## config.mk

```make
export PLATFORM = sky130hd
export DESIGN_NAME = stopwatch_time_counter_flat
export DESIGN_NICKNAME = d
export VERILOG_FILES = /design/src/rtl/stopwatch_time_counter_pkg.sv /design/src/rtl/stopwatch_time_counter_if.sv /design/src/rtl/stopwatch_time_counter_bcd_digit_counter.sv /design/src/rtl/stopwatch_time_counter.sv /design/src/flat_wrapper.sv
export SDC_FILE = /design/constraint.sdc
export NUM_CORES = 1
export LEC_CHECK = 0
export ABC_AREA = 1
export BUFFER_PORTS_ARGS = -buffer_cell sky130_fd_sc_hd__buf_2
export CAP_MARGIN = 20
export CORE_MARGIN = 1.5
export CORE_UTILIZATION = 35
export DETAILED_ROUTE_END_ITERATION = 10
export SKIP_LAST_GASP = 1
export SYNTH_ARGS = -nofsm -noshare
export SYNTH_HDL_FRONTEND = slang
export SYNTH_SLANG_ARGS = --single-unit
```

## constraint.sdc

```tcl
create_clock -name clk -period 2 [get_ports clk]
set_input_delay 0.4 -clock clk [delete_from_list [all_inputs] [get_ports clk]]
set_output_delay 0.4 -clock clk [all_outputs]
set_load 0.02 [all_outputs]
```

## src/rtl/stopwatch_time_counter_pkg.sv

```systemverilog
// Shared constants and types for the stopwatch timekeeping stage:
// FSM state codes, BCD digit terminals and the MM:SS.t digit bundle.
package stopwatch_time_counter_pkg;

  localparam logic [1:0] IDLE  = 2'd0;
  localparam logic [1:0] RUN   = 2'd1;
  localparam logic [1:0] PAUSE = 2'd2;
  localparam logic [1:0] LAP   = 2'd3;

  localparam logic [3:0] DIG9 = 4'd9;
  localparam logic [2:0] DIG5 = 3'd5;

  typedef struct packed {
    logic [3:0] min_tens;
    logic [3:0] min_ones;
    logic [2:0] sec_tens;
    logic [3:0] sec_ones;
    logic [3:0] tenths;
  } sw_time_t;

endpackage

```

## src/rtl/stopwatch_time_counter_if.sv

```systemverilog
// Control pulses in, BCD display digits and status out; the driver side
// (button logic / bench) uses master, the timekeeping stage uses slave.
interface stopwatch_time_counter_if;
  logic       i_tick;
  logic       i_run_stop;
  logic       i_clear;
  logic       i_lap;
  logic [3:0] o_tenths;
  logic [3:0] o_sec_ones;
  logic [2:0] o_sec_tens;
  logic [3:0] o_min_ones;
  logic [3:0] o_min_tens;
  logic       o_running;
  logic       o_lap_hold;
  logic       o_wrap;

  modport master (
    output i_tick, i_run_stop, i_clear, i_lap,
    input  o_tenths, o_sec_ones, o_sec_tens, o_min_ones, o_min_tens,
    input  o_running, o_lap_hold, o_wrap
  );

  modport slave (
    input  i_tick, i_run_stop, i_clear, i_lap,
    output o_tenths, o_sec_ones, o_sec_tens, o_min_ones, o_min_tens,
    output o_running, o_lap_hold, o_wrap
  );
endinterface

```

## src/rtl/stopwatch_time_counter_bcd_digit_counter.sv

```systemverilog
// One modulo-(MAX+1) digit of the carry chain; o_carry flags the enabled
// MAX->0 rollover so the next digit can step in the same cycle.
module bcd_digit_counter #(
  parameter int WIDTH = 4,
  parameter int MAX   = 9
) (
  input  logic             clk,
  input  logic             reset,
  input  logic             i_en,
  input  logic             i_clr,
  output logic [WIDTH-1:0] o_q,
  output logic             o_carry
);

  localparam logic [WIDTH-1:0] Q_MAX = WIDTH'(MAX);

  // NOTE: non-blocking (<=) on all clocked state so every flop samples pre-edge values.
  always_ff @(posedge clk) begin
    if (!reset)     o_q <= '0;
    else if (i_clr) o_q <= '0;
    else if (i_en)  o_q <= (o_q == Q_MAX) ? '0 : o_q + 1'b1;
  end

  assign o_carry = i_en & (o_q == Q_MAX);

endmodule

```

## src/rtl/stopwatch_time_counter.sv

```systemverilog
// Stopwatch MM:SS.t BCD timekeeper with run/pause, clear and lap-hold,
// driven by the 10 Hz divider tick and feeding the FND display mux.
module stopwatch_time_counter
  import stopwatch_time_counter_pkg::*;
#(
  parameter bit          TICK_IS_PULSE = 1'b0,
  parameter int unsigned MIN_MAX       = 59
) (
  input logic               clk,
  input logic               reset,
  stopwatch_time_counter_if.slave bus
);

  localparam logic [3:0] MIN_TENS_MAX = 4'(MIN_MAX / 10);
  localparam logic [3:0] MIN_ONES_MAX = 4'(MIN_MAX % 10);

  logic       r_tick_d, tick_ev, count_en, at_terminal, wrap_ev;
  logic       pause_clear, clear_live, snap_load, r_wrap;
  logic [1:0] state, state_nxt;
  logic [3:0] q_tenths, q_sec_ones, q_min_ones, q_min_tens;
  logic [2:0] q_sec_tens;
  logic       c_tenths, c_sec_ones, c_sec_tens, c_min_ones;
  sw_time_t   live, snap, shown;

  // Reset high so a tick already high at reset release is not seen as an edge.
  always_ff @(posedge clk) begin
    if (!reset) r_tick_d <= 1'b1;
    else        r_tick_d <= bus.i_tick;
  end

  assign tick_ev     = TICK_IS_PULSE ? bus.i_tick : (bus.i_tick & ~r_tick_d);
  assign count_en    = tick_ev & ((state == RUN) | (state == LAP));
  assign live        = '{min_tens: q_min_tens, min_ones: q_min_ones, sec_tens: q_sec_tens,
                         sec_ones: q_sec_ones, tenths: q_tenths};
  assign at_terminal = (live.min_tens == MIN_TENS_MAX) & (live.min_ones == MIN_ONES_MAX) &
                       (live.sec_tens == DIG5) & (live.sec_ones == DIG9) & (live.tenths == DIG9);
  assign wrap_ev     = count_en & at_terminal;
  assign pause_clear = (state == PAUSE) & bus.i_clear;
  // The wrap clears every digit explicitly; min_ones need not be 9 at MIN_MAX.
  assign clear_live  = wrap_ev | pause_clear;

  bcd_digit_counter #(.WIDTH(4), .MAX(DIG9)) u_tenths (
    .clk(clk), .reset(reset), .i_en(count_en), .i_clr(clear_live),
    .o_q(q_tenths), .o_carry(c_tenths));
  bcd_digit_counter #(.WIDTH(4), .MAX(DIG9)) u_sec_ones (
    .clk(clk), .reset(reset), .i_en(c_tenths), .i_clr(clear_live),
    .o_q(q_sec_ones), .o_carry(c_sec_ones));
  bcd_digit_counter #(.WIDTH(3), .MAX(DIG5)) u_sec_tens (
    .clk(clk), .reset(reset), .i_en(c_sec_ones), .i_clr(clear_live),
    .o_q(q_sec_tens), .o_carry(c_sec_tens));
  bcd_digit_counter #(.WIDTH(4), .MAX(DIG9)) u_min_ones (
    .clk(clk), .reset(reset), .i_en(c_sec_tens), .i_clr(clear_live),
    .o_q(q_min_ones), .o_carry(c_min_ones));

  // The terminal wrap fires before min_tens can exceed MIN_MAX/10.
  always_ff @(posedge clk) begin
    if (!reset)          q_min_tens <= '0;
    else if (clear_live) q_min_tens <= '0;
    else if (c_min_ones) q_min_tens <= q_min_tens + 4'd1;
  end

  // NOTE: defaults first so every path assigns state_nxt/snap_load and no latch is inferred.
  always_comb begin
    state_nxt = state;
    snap_load = 1'b0;
    case (state)
      IDLE:    if (!bus.i_clear && bus.i_run_stop) state_nxt = RUN;
      RUN:     if (bus.i_run_stop) state_nxt = PAUSE;
               else if (bus.i_lap) begin
                 state_nxt = LAP;
                 snap_load = 1'b1;
               end
      LAP:     if (bus.i_run_stop) state_nxt = PAUSE;
               else if (bus.i_lap) state_nxt = RUN;
      PAUSE:   if (bus.i_clear) state_nxt = IDLE;
               else if (bus.i_run_stop) state_nxt = RUN;
      default: state_nxt = IDLE;
    endcase
  end

  always_ff @(posedge clk) begin
    if (!reset) begin
      state  <= IDLE;
      snap   <= '0;
      r_wrap <= 1'b0;
    end else begin
      state  <= state_nxt;
      r_wrap <= wrap_ev;
      if (pause_clear)    snap <= '0;
      else if (snap_load) snap <= live;
    end
  end

  // Registered state and digit registers only: no input-to-output path.
  assign shown          = (state == LAP) ? snap : live;
  assign bus.o_tenths   = shown.tenths;
  assign bus.o_sec_ones = shown.sec_ones;
  assign bus.o_sec_tens = shown.sec_tens;
  assign bus.o_min_ones = shown.min_ones;
  assign bus.o_min_tens = shown.min_tens;
  assign bus.o_running  = (state == RUN) | (state == LAP);
  assign bus.o_lap_hold = (state == LAP);
  assign bus.o_wrap     = r_wrap;

endmodule

```

## src/flat_wrapper.sv

```systemverilog
// flat-port wrapper written by rule: the top's interface ports become plain ports
module stopwatch_time_counter_flat import stopwatch_time_counter_pkg::*;
#(
  parameter bit          TICK_IS_PULSE = 1'b0,
  parameter int unsigned MIN_MAX       = 59
)
  (clk, reset, bus_i_tick, bus_i_run_stop, bus_i_clear, bus_i_lap, bus_o_tenths, bus_o_sec_ones, bus_o_sec_tens, bus_o_min_ones, bus_o_min_tens, bus_o_running, bus_o_lap_hold, bus_o_wrap);
  stopwatch_time_counter_if bus_i ();
  input logic clk;
  input logic reset;
  input wire logic [$bits(bus_i.i_tick)-1:0] bus_i_tick;
  input wire logic [$bits(bus_i.i_run_stop)-1:0] bus_i_run_stop;
  input wire logic [$bits(bus_i.i_clear)-1:0] bus_i_clear;
  input wire logic [$bits(bus_i.i_lap)-1:0] bus_i_lap;
  output wire logic [$bits(bus_i.o_tenths)-1:0] bus_o_tenths;
  output wire logic [$bits(bus_i.o_sec_ones)-1:0] bus_o_sec_ones;
  output wire logic [$bits(bus_i.o_sec_tens)-1:0] bus_o_sec_tens;
  output wire logic [$bits(bus_i.o_min_ones)-1:0] bus_o_min_ones;
  output wire logic [$bits(bus_i.o_min_tens)-1:0] bus_o_min_tens;
  output wire logic [$bits(bus_i.o_running)-1:0] bus_o_running;
  output wire logic [$bits(bus_i.o_lap_hold)-1:0] bus_o_lap_hold;
  output wire logic [$bits(bus_i.o_wrap)-1:0] bus_o_wrap;
  assign bus_i.i_tick = bus_i_tick;
  assign bus_i.i_run_stop = bus_i_run_stop;
  assign bus_i.i_clear = bus_i_clear;
  assign bus_i.i_lap = bus_i_lap;
  assign bus_o_tenths = bus_i.o_tenths;
  assign bus_o_sec_ones = bus_i.o_sec_ones;
  assign bus_o_sec_tens = bus_i.o_sec_tens;
  assign bus_o_min_ones = bus_i.o_min_ones;
  assign bus_o_min_tens = bus_i.o_min_tens;
  assign bus_o_running = bus_i.o_running;
  assign bus_o_lap_hold = bus_i.o_lap_hold;
  assign bus_o_wrap = bus_i.o_wrap;
  stopwatch_time_counter #(.TICK_IS_PULSE(TICK_IS_PULSE), .MIN_MAX(MIN_MAX)) u_core (.clk(clk), .reset(reset), .bus(bus_i));
endmodule
```

# Yosys cells after proc, flatten, opt, wreduce, memory -nomap -nowiden
# Cells that the tools add are included.
# W data, S select, Z words.
# totals
regBits,42
in_bits,6
out_inout_bits,22
word_cells,68
# op_classes
n_addsub,5
eq_ne,12
muxes,16
bitwise_logic,16
n_reduce_logical,6
# ops
cell,count
$mux W19,1
$add A4 B1 Y4 const B,4
$mux W2,7
$and A1 B1 Y1,12
$eq A4 B4 Y1 const B,3
$mux W4,3
$ne A3 B3 Y1 const B,3
$pmux W2 S4,1
$eq A2 B2 Y1 const B,2
$eq A4 B3 Y1 const B,1
$reduce_and A4 Y1,1
$reduce_or A2 Y1,2
$add A3 B1 Y3 const B,1
$eq A3 B3 Y1 const B,1
$mux W1,3
$mux W3,1
$eq A2 B1 Y1 const B,1
$logic_not A2 Y1,1
$ne A2 B1 Y1 const B,1
$not A1 Y1,2
$or A1 B1 Y1,2
$logic_and A1 B1 Y1,1
$logic_not A1 Y1,1

# Depth between registers and ports, before layout
# Gate-level depths: netlist of the first run.
# logic_depth
word_depth,8
ltp_mapped,10
ltp_nobuf,10

# Modules after synthesis
# Synthesis of the first run repeated with hierarchy kept, for this count alone.
# unflattened
cells_unflattened,331
area_unflattened_um2,2135.8
# modules_own_cells
module,instances,cells_per_inst,area_per_inst_um2,seq_area_each_um2
stopwatch_time_counter,1,223,1406.3,540.5
bcd_digit_counter at u_core.u_min_ones ...,3,29,192.7,80.1
bcd_digit_counter at u_core.u_sec_tens,1,21,151.4,60.1

# Worst setup path after synthesis of the first run
# No wires, ideal clock.
# synth_path
path_kind,flip-flop to output port
start,reg u_core.state[0]
end,out bus_o_min_ones[0]
arrival_time_ps,1533
t_required_ps,1600
path_slack_ps,67
stages_incl_launch_ff,6
path_buffers,2
cell_sequence,dfxtp_1 > buf_4 > nand2_1 > clkinv_1 > clkbuf_1 > o21ai_0
# synth_via
elab_chain_cells,2
# synth_lines
element,line,text
"start, declared",stopwatch_time_counter.sv:19,"logic [1:0] state, state_nxt;"
"start signal, assigned",stopwatch_time_counter.sv:87,state <= state_nxt;
$eq A2 B2 Y1,--,
net bus_o_lap_hold,flat_wrapper.sv:21,output wire logic [$bits(bus_i.o_lap_hold)-1:0] bus_o_lap_hold;
$mux W19,stopwatch_time_counter.sv:95,assign shown = (state == LAP) ? snap : live;
"end, declared",flat_wrapper.sv:18,output wire logic [$bits(bus_i.o_min_ones)-1:0] bus_o_min_ones;
# The timed path passes the listed nets, and every way through them passes these cells.

# Final worst setup path of the first run
# layout_path
start,reg u_core.state[0]
end,out bus_o_sec_tens[0]
# layout_via
elab_chain_cells,2
# layout_lines
element,line,text
$eq A2 B2 Y1,stopwatch_time_counter.sv:95,
$mux W19,stopwatch_time_counter.sv:95,
"end, declared",flat_wrapper.sv:17,output wire logic [$bits(bus_i.o_sec_tens)-1:0] bus_o_sec_tens;
# No other way between the ends.

==> insert_results.sql, run 1 <==
INSERT INTO impl_metrics (metric_group, metric, value, unit) VALUES
('status', 'run_status', 'complete, no violations', ''),
('drt', 'antenna_violating_nets_post_route', '0', ''),
('clocking', 'cts-root-to-sink-buffers', '2', ''),
('synthesis', 'synth_top_area_share', '0.400', ''),
('place', 'placement.io_buffers', '27', ''),
('finish', 'n_antenna_cell', '0', ''),
('global_route', 'grt_antenna_before_repair', '0', ''),
('critical_path', 'critPathTopFamily', 'buffers and inverters', ''),
('finish', 'layout-drive-gt1-share', '0.191', ''),
('drt', 'routed_wire_length_per_instance', '10.7', 'um'),
('hold_path', 'min_path_type', 'input pin to flip-flop', ''),
('synthesis', 'syn_nets', '306', ''),
('clocking', 'clkSlewWorstSetupHoldPaths', '0.07', 'ns'),
('floorplan', 'num_io_pins', '28', ''),
('synthesis', 'synth.cell_area', '2100', 'um2'),
('clocking', 'clkSinkCount', '42', ''),
('critical_path', 'timing.critical_path.buf_inv', '3', ''),
('place', 'dp_cells', '396', ''),
('floorplan', 'coreArea', '5850', 'um2'),
('synthesis', 'yosys-top-cells-area', 'dfxtp_1 40%, o21ai_0 11%, nand2_1 9.1%', ''),
('synthesis', 'synth_commonest_cells', '51 x nand2_1, 46 x o21ai_0, 42 x dfxtp_1', ''),
('global_route', 'grt.overflow.total', '0', ''),
('synthesis', 'synth_flop_cell', 'dfxtp_1', ''),
('place', 'hpwlAfterDp', '3.04', 'mm'),
('synthesis', 'yosys_warnings', '0', ''),
('sta', 'slew_violations', '0', ''),
('sta', 'final-setup-viol-count', '0', ''),
('clocking', 'hold_buffers', '0', ''),
('synthesis', 'synth.most_common_cell', 'nand2_1', ''),
('global_route', 'gr-usage-all-layers', '0.155', ''),
('synthesis', 'synth_seq_area_share', '0.400', ''),
('critical_path', 'critical-path-slowest-cell', 'dfxtp_2', ''),
('finish', 'fillerInstances', '611', ''),
('critical_path', 'worstReg2RegStart', 'u_core.u_sec_ones.o_q[2]', ''),
('critical_path', 'crit_top_cell', 'nand2_1', ''),
('critical_path', 'worstSetupEndpointType', 'output pin', ''),
('drt', 'drt_first_iter_violations', '127', ''),
('drt', 'drt_first_pass_iters', '4', ''),
('sta', 'fin_setup_tns', '0', 'ns'),
('run', 'maxCapViolations', '0', ''),
('place', 'gpl.final_weighted_congestion', '0.801', ''),
('finish', 'final_nets', '336', ''),
('drt', 'routed_via_density', '4.54', ''),
('sta', 'grt_setup_unrepaired', 'no', ''),
('clocking', 'worst_skew_pair.late_latency', '0.29', 'ns'),
('critical_path', 'top_fanout_value_on_the_critical_path', '27', ''),
('global_route', 'grt_pass1_vias', '1730', ''),
('critical_path', 'criticalPathCategory', 'flip-flop to output pin', ''),
('power', 'power_leakage', '0.991', 'nW'),
('sta', 'timing.max_slew.rel_slack', '0.739', ''),
('global_route', 'largest_net_degree_at_the_start_of_global_routing', '28', ''),
('power', 'vdd.ir_drop.worst', '288', 'uV'),
('floorplan', 'die_x', '80.5', 'um'),
('sta', 'hold_viol', '0', ''),
('clocking', 'ctsHtreeMaxLevel', '2', ''),
('sta', 'worst-slew-pin-transition', '0.391', 'ns'),
('sta', 'finalClockSkew', '0.00862', 'ns'),
('synthesis', 'synth.largest_area_cell', 'dfxtp_1', ''),
('finish', 'area_occupied_by_multi_input_gates', '1030', 'um2'),
('critical_path', 'crit_arrival', '1.41', 'ns'),
('place', 'post_dp_cell_area', '2320', 'um2'),
('drt', 'number_of_vias_in_the_routed_layout', '1835', ''),
('clocking', 'tritoncts', 'done', ''),
('finish', 'layoutNonFillerInstCount', '404', ''),
('sta', 'min_period', '1.81', 'ns'),
('critical_path', 'start_kind', 'flip-flop', ''),
('clocking', 'tritoncts.num_buffers', '5', ''),
('synthesis', 'avg_inst_size_synth', '7.05', 'um2'),
('synthesis', 'postSynth.asyncResetShare', '0', ''),
('synthesis', 'synth_edf_count', '0', ''),
('synthesis', 'netlist_instances', '298', '');
[flip-flops by register name (all words and copies together), names as in the netlist]
signal	flops
u_core.bus.o_wrap	1
u_core.u_sec_tens.o_q	3
u_core.u_tenths.o_q	4
u_core.snap	19
u_core.r_tick_d	1
u_core.q_min_tens	4
u_core.u_sec_ones.o_q	4
u_core.state	2
u_core.u_min_ones.o_q	4
[cell usage in the layout, fill, tap and decap left out, types with 2 or more instances in the layout]
cell type and n:
a21oi_1 25, buf_2 27, buf_4 6, clkbuf_8 6
dfxtp_1 41, ha_1 2, inv_1 38, inv_2 5
nand2_1 51, nand3_1 12, nand4_1 6, nor2_1 28
nor2_2 7, nor2_4 2, nor3_1 2, o21ai_0 46
or2_2 2, xor2_1 8
[per-stage QoR]
step / setup slack, ns / power (mW) / util / hold slack (ns)
global placement: 0.310 / 0.952 / 0.396 / 0.434
CTS: 0.103 / 1.53 / 0.412 / 0.348
global route: 0.00111 / 1.58 / 0.413 / 0.361
detailed placement: 0.275 / 0.953 / 0.396 / 0.440
finish: 0.188 / 1.50 / 0.413 / 0.363
floorplan: 0.0665 / 0.937 / - / 0.424
[worst register-to-register path: cells and delay by family, from the launching register on]
family	cells	cell delay, ns
flops	1	0.33
simple gates	7	0.94
buf+inv	3	0.25
[per-layer routing]
layer,vias to the layer above,wire length [um],GRT usage
li1,1017,-,-
met1,790,2140,0.194
met2,26,1980,0.257
met3,2,157,0.0352
met4,0,38,0.0621
met5,-,0,0
[final timing paths]
kind	end	slack [ns]	cells past startpoint
hold reg to reg	u_core.snap[17]	0.45	2
setup / recovery	bus_o_sec_tens[0]	0.19	6
hold / removal	u_core.state[0]	0.36	2
setup reg to reg	u_core.u_min_ones.o_q[3]	0.37	10
[logic make-up (layout without fill, tap and decap cells)]
family | after synthesis | after routing | share of synthesized area
buf+inv | 55 | 86 | 0.108
compound gates | 74 | 74 | 0.179
xor+xnor | 8 | 8 | 0.0334
flops | 42 | 42 | 0.400
simple gates | 117 | 117 | 0.267
fa+ha+maj | 2 | 2 | 0.0119
[report_power, final]
group          switching (mW)  internal, mW
combinational          0.0480        0.0229
clock                   0.289         0.279
sequential             0.0101         0.852
total                   0.347          1.15
[cell type report]
type                       count  share of cell area
timing repair buffer          34              0.0792
sequential                    42               0.349
clock inverter                 1             0.00207
inverter                      44              0.0684
multi-input combinational    201               0.427
clock buffer                   7              0.0357
tap                           75              0.0388
[repair_timing]
| item | in CTS | in global routing |
|---|---|---|
| setup endpoints to repair | 7 | 8 |
| resized for setup | 1 | 1 |
| buffers inserted | 0 | 0 |
Power figures use the tool's default switching activity.
==> run 2: changes to the inputs <==
--- a/config.mk
+++ b/config.mk
@@ -11,6 +11,7 @@
 export CORE_MARGIN = 1.5
 export CORE_UTILIZATION = 35
 export DETAILED_ROUTE_END_ITERATION = 10
+export PLACE_DENSITY_LB_ADDON = 0.12
 export SKIP_LAST_GASP = 1
 export SYNTH_ARGS = -nofsm -noshare
 export SYNTH_HDL_FRONTEND = slang
==> constraint.sdc (replaced) <==
create_clock -name clk -period 2 [get_ports clk]
set_input_delay 0.3 -clock clk [delete_from_list [all_inputs] [get_ports clk]]
set_output_delay 0.3 -clock clk [all_outputs]
set_load 0.02 [all_outputs]
==> run 2 against run 1 <==
Net effect:
- sequential cell count did not move
- sequential power about the same
- die area did not move
- largest power group unchanged
- clock skew fell by 0.0040 ns
- fmax increased by 2.2%
- setup slack improved by 0.039 ns
- register-to-register slack got worse by 0.03 ns
- final area grew 0.57%
- first-iteration DRC count fell by 56%
- sequential share of layout area shrank 0.25 points
- worst hold slack worse by 0.10 ns
==> insert_results.sql, run 2 (same netlist as run 1, synthesis figures left out) <==
INSERT INTO impl_metrics (metric_group, metric, value, unit) VALUES
('finish', 'top_register', 'u_core.snap', ''),
('drt', 'drt_first_iter_violations', '56', ''),
('drt', 'routed_via_density', '4.70', ''),
('sta', 'final-setup-viol-count', '0', ''),
('sta', 'finalClockSkew', '0.00457', 'ns'),
('sta', 'timing.max_slew.rel_slack', '0.755', ''),
('power', 'power_leakage', '0.999', 'nW'),
('clocking', 'tritoncts', 'done', ''),
('critical_path', 'criticalPathCategory', 'flip-flop to output pin', ''),
('power', 'p_sw', '344', 'uW'),
('clocking', 'clkSinkCount', '42', ''),
('clocking', 'cts_setup_buffers', '0', ''),
('finish', 'layout_common_cells', '51 x nand2_1, 46 x o21ai_0, 42 x dfxtp_1, 38 x inv_1, 28 x nor2_1', ''),
('floorplan', 'coreArea', '5850', 'um2'),
('global_route', 'grt_pass1_vias', '1653', ''),
('clocking', 'clockRootBuffer', 'clkbuf_8', ''),
('drt', 'antenna_violating_nets_post_route', '0', ''),
('finish', 'layout-drive-gt1-share', '0.191', ''),
('place', 'dp_cells', '396', ''),
('drt', 'drt_first_pass_iters', '4', ''),
('critical_path', 'worstSetupEndpointType', 'output pin', ''),
('sta', 'max_clock_freq', '0.564', 'GHz'),
('sta', 'fin_setup_tns', '0', 'ns'),
('sta', 'min_period_over_period', '0.886', ''),
('critical_path', 'crit_arrival', '1.47', 'ns'),
('clocking', 'hold_buffers', '0', ''),
('floorplan', 'die_height', '80.5', 'um'),
('sta', 'min_period', '1.77', 'ns'),
('place', 'hpwlAfterDp', '3.10', 'mm'),
('place', 'placement.io_buffers', '27', ''),
('global_route', 'grt_pass1_wl', '7.56', 'mm'),
('finish', 'layoutNonFillerInstCount', '404', ''),
('drt', 'route.detailed.drc', '0', ''),
('drt', 'routed_wire_length_per_instance', '11.0', 'um'),
('global_route', 'largest_net_degree_at_the_start_of_global_routing', '28', ''),
('floorplan', 'num_io_pins', '28', ''),
('power', 'portion_of_total_power_attributed_to_combinational_logic', '0.047', ''),
('place', 'gpl.final_weighted_congestion', '0.762', ''),
('critical_path', 'top_fanout_value_on_the_critical_path', '27', ''),
('power', 'seqPwrFrac', '0.548', ''),
('finish', 'n_antenna_cell', '0', ''),
('sta', 'slew_violations', '0', ''),
('critical_path', 'cp_required', '1.70', 'ns'),
('finish', 'final_nets', '336', ''),
('floorplan', 'row_count', '28', ''),
('power', 'p_int', '1.22', 'mW'),
('sta', 'worst-slew-pin-transition', '0.366', 'ns'),
('global_route', 'grt_antenna_before_repair', '0', ''),
('sta', 'hold_viol', '0', ''),
('status', 'run_status', 'complete, no violations', ''),
('run', 'maxCapViolations', '0', ''),
('clocking', 'ctsHtreeMaxLevel', '2', ''),
('finish', 'area_growth_syn_to_layout', '15.7', '%'),
('power', 'power.share.switching', '0.219', ''),
('hold_path', 'min_path_type', 'input pin to flip-flop', ''),
('floorplan', 'die_outline_area', '6480', 'um2'),
('drt', 'detail_route.wirelength', '4.44', 'mm'),
('drt', 'number_of_vias_in_the_routed_layout', '1900', ''),
('clocking', 'cts_resized', '0', ''),
('sta', 'grt_setup_unrepaired', 'no', ''),
('clocking', 'tritoncts.num_buffers', '5', ''),
('critical_path', 'start_kind', 'flip-flop', ''),
('global_route', 'grt.overflow.total', '0', ''),
('global_route', 'gr-usage-all-layers', '0.152', ''),
('clocking', 'worst_skew_pair.late_latency', '0.29', 'ns'),
('finish', 'largest_register_ff_count', '19', ''),
('floorplan', 'initial_core_util', '0.359', ''),
('clocking', 'clkSlewWorstSetupHoldPaths', '0.07', 'ns'),
('power', 'vdd.ir_drop.worst', '264', 'uV'),
('power', 'pwr_density_cell', '646', 'nW/um2'),
('finish', 'final_common_cell', 'nand2_1', ''),
('clocking', 'cts-root-to-sink-buffers', '2', ''),
('power', 'clkPwrFrac', '0.405', ''),
('floorplan', 'die_x', '80.5', 'um');
-- run 2: cell count changes in the layout (fill, tap and decap cells not counted) --
cell	change
clkbuf_8	+2
buf_4	+1
buf_6	-1
clkbuf_1	-1
clkinv_2	-1
dfxtp_1	+1
dfxtp_2	-1
-- run 2: layer usage --
metal	vias up	part of all wire	global-route usage
met5	-	0	0
met4	0	0.018	0.0672
met3	8	0.021	0.0273
met2	17	0.46	0.245
met1	861	0.50	0.196
li1	1014	-	-
-- run 2: stage by stage --
stage	power, mW	hold WS (ns)	util	cell area [um2]	setup slack, ns
3_3_place_gp	0.954	0.435	0.396	2320	0.288
4_1_cts	1.60	0.251	0.415	2430	0.195
6_report	1.57	0.258	0.415	2430	0.227
3_5_place_dp	0.955	0.439	0.396	2320	0.303
5_1_grt	1.65	0.265	0.415	2430	0.0690
2_1_floorplan	0.937	0.400	-	2100	0.167
-- run 2: critical path, cell delays in order, from the launching register on --
cell and delay [ns]:
dfxtp_1 0.41, nand2_1 0.11, clkinv_1 0.05, buf_4 0.24, nand2_1 0.07, o21ai_0 0.09, buf_2 0.20
-- run 2: area by class of cell --
type	instances	area, um2
fill	623	3420
multi-input combinational	201	1030
sequential	42	841
tap	75	93.8
clock buffer	8	110
inverter	44	165
timing repair buffer	34	188
-- run 2: worst paths after layout --
kind	startpoint	cells past startpoint	slack, ns	end
setup / recovery	u_core.state[0]	6	0.23	bus_o_min_ones[0]
hold / removal	bus_i_run_stop	2	0.26	u_core.state[0]
setup reg to reg	u_core.u_sec_ones.o_q[0]	9	0.34	u_core.u_min_ones.o_q[3]
hold reg to reg	u_core.snap[14]	2	0.45	u_core.snap[14]
-- run 2: power by group through the flow --
stage	clock network [mW]	logic, mW	registers (mW)
3_5_place_dp	0	0.0757	0.880
5_1_grt	0.699	0.0844	0.863
6_report	0.635	0.0740	0.860
3_3_place_gp	0	0.0746	0.880
4_1_cts	0.664	0.0757	0.860
2_1_floorplan	0	0.0608	0.876
==> run 3: changes to the inputs <==
--- a/config.mk
+++ b/config.mk
@@ -7,11 +7,11 @@
 export LEC_CHECK = 0
 export ABC_AREA = 1
 export BUFFER_PORTS_ARGS = -buffer_cell sky130_fd_sc_hd__buf_2
-export CAP_MARGIN = 20
 export CORE_MARGIN = 1.5
 export CORE_UTILIZATION = 35
 export DETAILED_ROUTE_END_ITERATION = 10
 export PLACE_DENSITY_LB_ADDON = 0.12
+export RECOVER_POWER = 25
 export SKIP_LAST_GASP = 1
 export SYNTH_ARGS = -nofsm -noshare
 export SYNTH_HDL_FRONTEND = slang
==> run 3 against run 2 <==
Net effect:
- die area is the same
- critical path depth unchanged
- sequential share of layout area grew 0.20 points
- largest cell class unchanged
- global-route usage is the same
- combinational power shrank 3%
- cell count unchanged
- via count decreased by 0.21%
- total power barely moved
- setup slack better by 0.0036 ns
- clock-buffer cell count unchanged
- clock skew barely moved
- fmax rose by 0.20%
==> insert_results.sql, run 3 (same netlist as run 1, synthesis figures left out) <==
INSERT INTO impl_metrics (metric_group, metric, value, unit) VALUES
('clocking', 'cts_resized', '0', ''),
('global_route', 'grt_pass1_vias', '1653', ''),
('sta', 'grt_setup_unrepaired', 'no', ''),
('place', 'dp_cells', '396', ''),
('sta', 'worst-slew-pin-transition', '0.366', 'ns'),
('critical_path', 'crit_top_cell', 'nand2_1', ''),
('finish', 'layoutNonFillerInstCount', '404', ''),
('sta', 'min_period', '1.77', 'ns'),
('clocking', 'clkSlewWorstSetupHoldPaths', '0.07', 'ns'),
('floorplan', 'coreArea', '5850', 'um2'),
('drt', 'routed_via_density', '4.69', ''),
('drt', 'drt_first_pass_iters', '4', ''),
('critical_path', 'timing.critical_path.buf_inv', '3', ''),
('run', 'maxCapViolations', '0', ''),
('floorplan', 'die_height', '80.5', 'um'),
('clocking', 'hold_buffers', '0', ''),
('clocking', 'tritoncts.num_buffers', '5', ''),
('finish', 'largest_register_ff_count', '19', ''),
('critical_path', 'critical-path-slowest-cell', 'dfxtp_1', ''),
('critical_path', 'cp_required', '1.70', 'ns'),
('sta', 'fin_setup_tns', '0', 'ns'),
('critical_path', 'crit_arrival', '1.47', 'ns'),
('clocking', 'cts_setup_buffers', '0', ''),
('sta', 'min_period_over_period', '0.885', ''),
('sta', 'max_clock_freq', '0.565', 'GHz'),
('global_route', 'gr-usage-all-layers', '0.152', ''),
('finish', 'area_growth_syn_to_layout', '15.0', '%'),
('finish', 'layout_common_cells', '52 x nand2_1, 46 x o21ai_0, 42 x dfxtp_1, 39 x inv_1, 28 x nor2_1', ''),
('finish', 'layout-drive-gt1-share', '0.164', ''),
('sta', 'hold_viol', '0', ''),
('sta', 'finalClockSkew', '0.00496', 'ns'),
('finish', 'top_register', 'u_core.snap', ''),
('global_route', 'grt.overflow.total', '0', ''),
('global_route', 'grt_pass1_wl', '7.56', 'mm'),
('floorplan', 'initial_core_util', '0.359', ''),
('clocking', 'cts-root-to-sink-buffers', '2', ''),
('critical_path', 'criticalPathCategory', 'flip-flop to output pin', ''),
('floorplan', 'die_x', '80.5', 'um'),
('power', 'vdd.ir_drop.worst', '264', 'uV'),
('drt', 'detail_route.wirelength', '4.45', 'mm'),
('critical_path', 'top_fanout_value_on_the_critical_path', '27', ''),
('critical_path', 'worstSetupEndpointType', 'output pin', ''),
('floorplan', 'die_outline_area', '6480', 'um2'),
('floorplan', 'num_io_pins', '28', ''),
('drt', 'number_of_vias_in_the_routed_layout', '1896', ''),
('clocking', 'worst_skew_pair.late_latency', '0.29', 'ns'),
('drt', 'antenna_violating_nets_post_route', '0', ''),
('floorplan', 'row_count', '28', ''),
('power', 'pwr_density_cell', '649', 'nW/um2'),
('global_route', 'largest_net_degree_at_the_start_of_global_routing', '28', ''),
('hold_path', 'min_path_type', 'input pin to flip-flop', ''),
('place', 'placement.io_buffers', '27', ''),
('place', 'hpwlAfterDp', '3.10', 'mm'),
('status', 'run_status', 'complete, no violations', ''),
('drt', 'drt_first_iter_violations', '67', ''),
('critical_path', 'reg2reg_slack', '0.26', 'ns'),
('finish', 'n_antenna_cell', '0', ''),
('critical_path', 'critPathTopFamily', 'buffers and inverters', ''),
('drt', 'route.detailed.drc', '0', ''),
('finish', 'final_common_cell', 'nand2_1', ''),
('drt', 'routed_wire_length_per_instance', '11.0', 'um'),
('clocking', 'tritoncts', 'done', ''),
('finish', 'regArea', '841', 'um2'),
('critical_path', 'start_kind', 'flip-flop', ''),
('power', 'design_power_total', '1.57', 'mW'),
('finish', 'final_nets', '336', ''),
('sta', 'slew_violations', '0', ''),
('place', 'gpl.final_weighted_congestion', '0.762', ''),
('global_route', 'grt_antenna_before_repair', '0', ''),
('critical_path', 'critical_path.max_stage_delay', '0.41', 'ns'),
('critical_path', 'path_cells', 'nand2_1, clkinv_1, buf_4, nand2_1, o21ai_0, buf_2', ''),
('power', 'power_leakage', '0.969', 'nW'),
('clocking', 'clkSinkCount', '42', ''),
('sta', 'timing.max_slew.rel_slack', '0.756', ''),
('finish', 'fillerInstances', '624', ''),
('clocking', 'ctsHtreeMaxLevel', '2', ''),
('finish', 'area_occupied_by_multi_input_gates', '1030', 'um2'),
('clocking', 'clockRootBuffer', 'clkbuf_8', ''),
('sta', 'final-setup-viol-count', '0', '');
## run 3: cell count changes in the layout (fill, tap and decap cells not counted)
cell / previous run / this run
clkbuf_1: 0 / 7
buf_2: 27 / 21
buf_4: 7 / 6
inv_1: 38 / 39
inv_2: 5 / 4
nand2_1: 51 / 52
nand2_2: 1 / 0
## run 3: metal layers
layer / wire length [um] / track usage
met5: 0 / 0
met1: 2200 / 0.196
met4: 84 / 0.0672
met2: 2070 / 0.245
met3: 93 / 0.0273
## run 3: worst paths after layout
| kind | depth (start not counted) | start | end |
|---|---|---|---|
| setup reg to reg | 8 | u_core.state[0] | u_core.snap[18] |
| hold reg to reg | 2 | u_core.snap[14] | u_core.snap[14] |
| setup / recovery | 6 | u_core.state[0] | bus_o_min_ones[0] |
| hold / removal | 2 | bus_i_run_stop | u_core.state[0] |
## run 3: area by class of cell
cell class / instances / share of cell area
well taps: 75 / 0.0388
multi-input cells: 201 / 0.426
flip-flops and latches: 42 / 0.348
repair buffers: 34 / 0.0730
inverters: 44 / 0.0684
clock buffers: 8 / 0.0456
## run 3: where the power goes
| part | total (mW) | internal (mW) | switching [mW] |
|---|---|---|---|
| combinational | 0.0721 | 0.0228 | 0.0493 |
| sequential | 0.860 | 0.852 | 0.00819 |
| clock | 0.637 | 0.349 | 0.288 |
| total | 1.57 | 1.22 | 0.346 |
## run 3: metrics by stage
step / setup WS [ns] / area, um2 / utilization / hold slack (ns)
5_1_grt: 0.0393 / 2420 / 0.413 / 0.265
2_1_floorplan: 0.167 / 2100 / - / 0.400
6_report: 0.231 / 2420 / 0.413 / 0.258
3_3_place_gp: 0.288 / 2320 / 0.396 / 0.435
3_5_place_dp: 0.303 / 2320 / 0.396 / 0.439
4_1_cts: 0.195 / 2430 / 0.415 / 0.251
## run 3: worst register-to-register path: stages, from the launching register on
cell and delay (ns):
dfxtp_1 0.41, clkbuf_1 0.22, inv_1 0.09, nor2_1 0.09, nand2_1 0.23, inv_1 0.11
buf_4 0.26, o21ai_0 0.13, a21oi_1 0.14
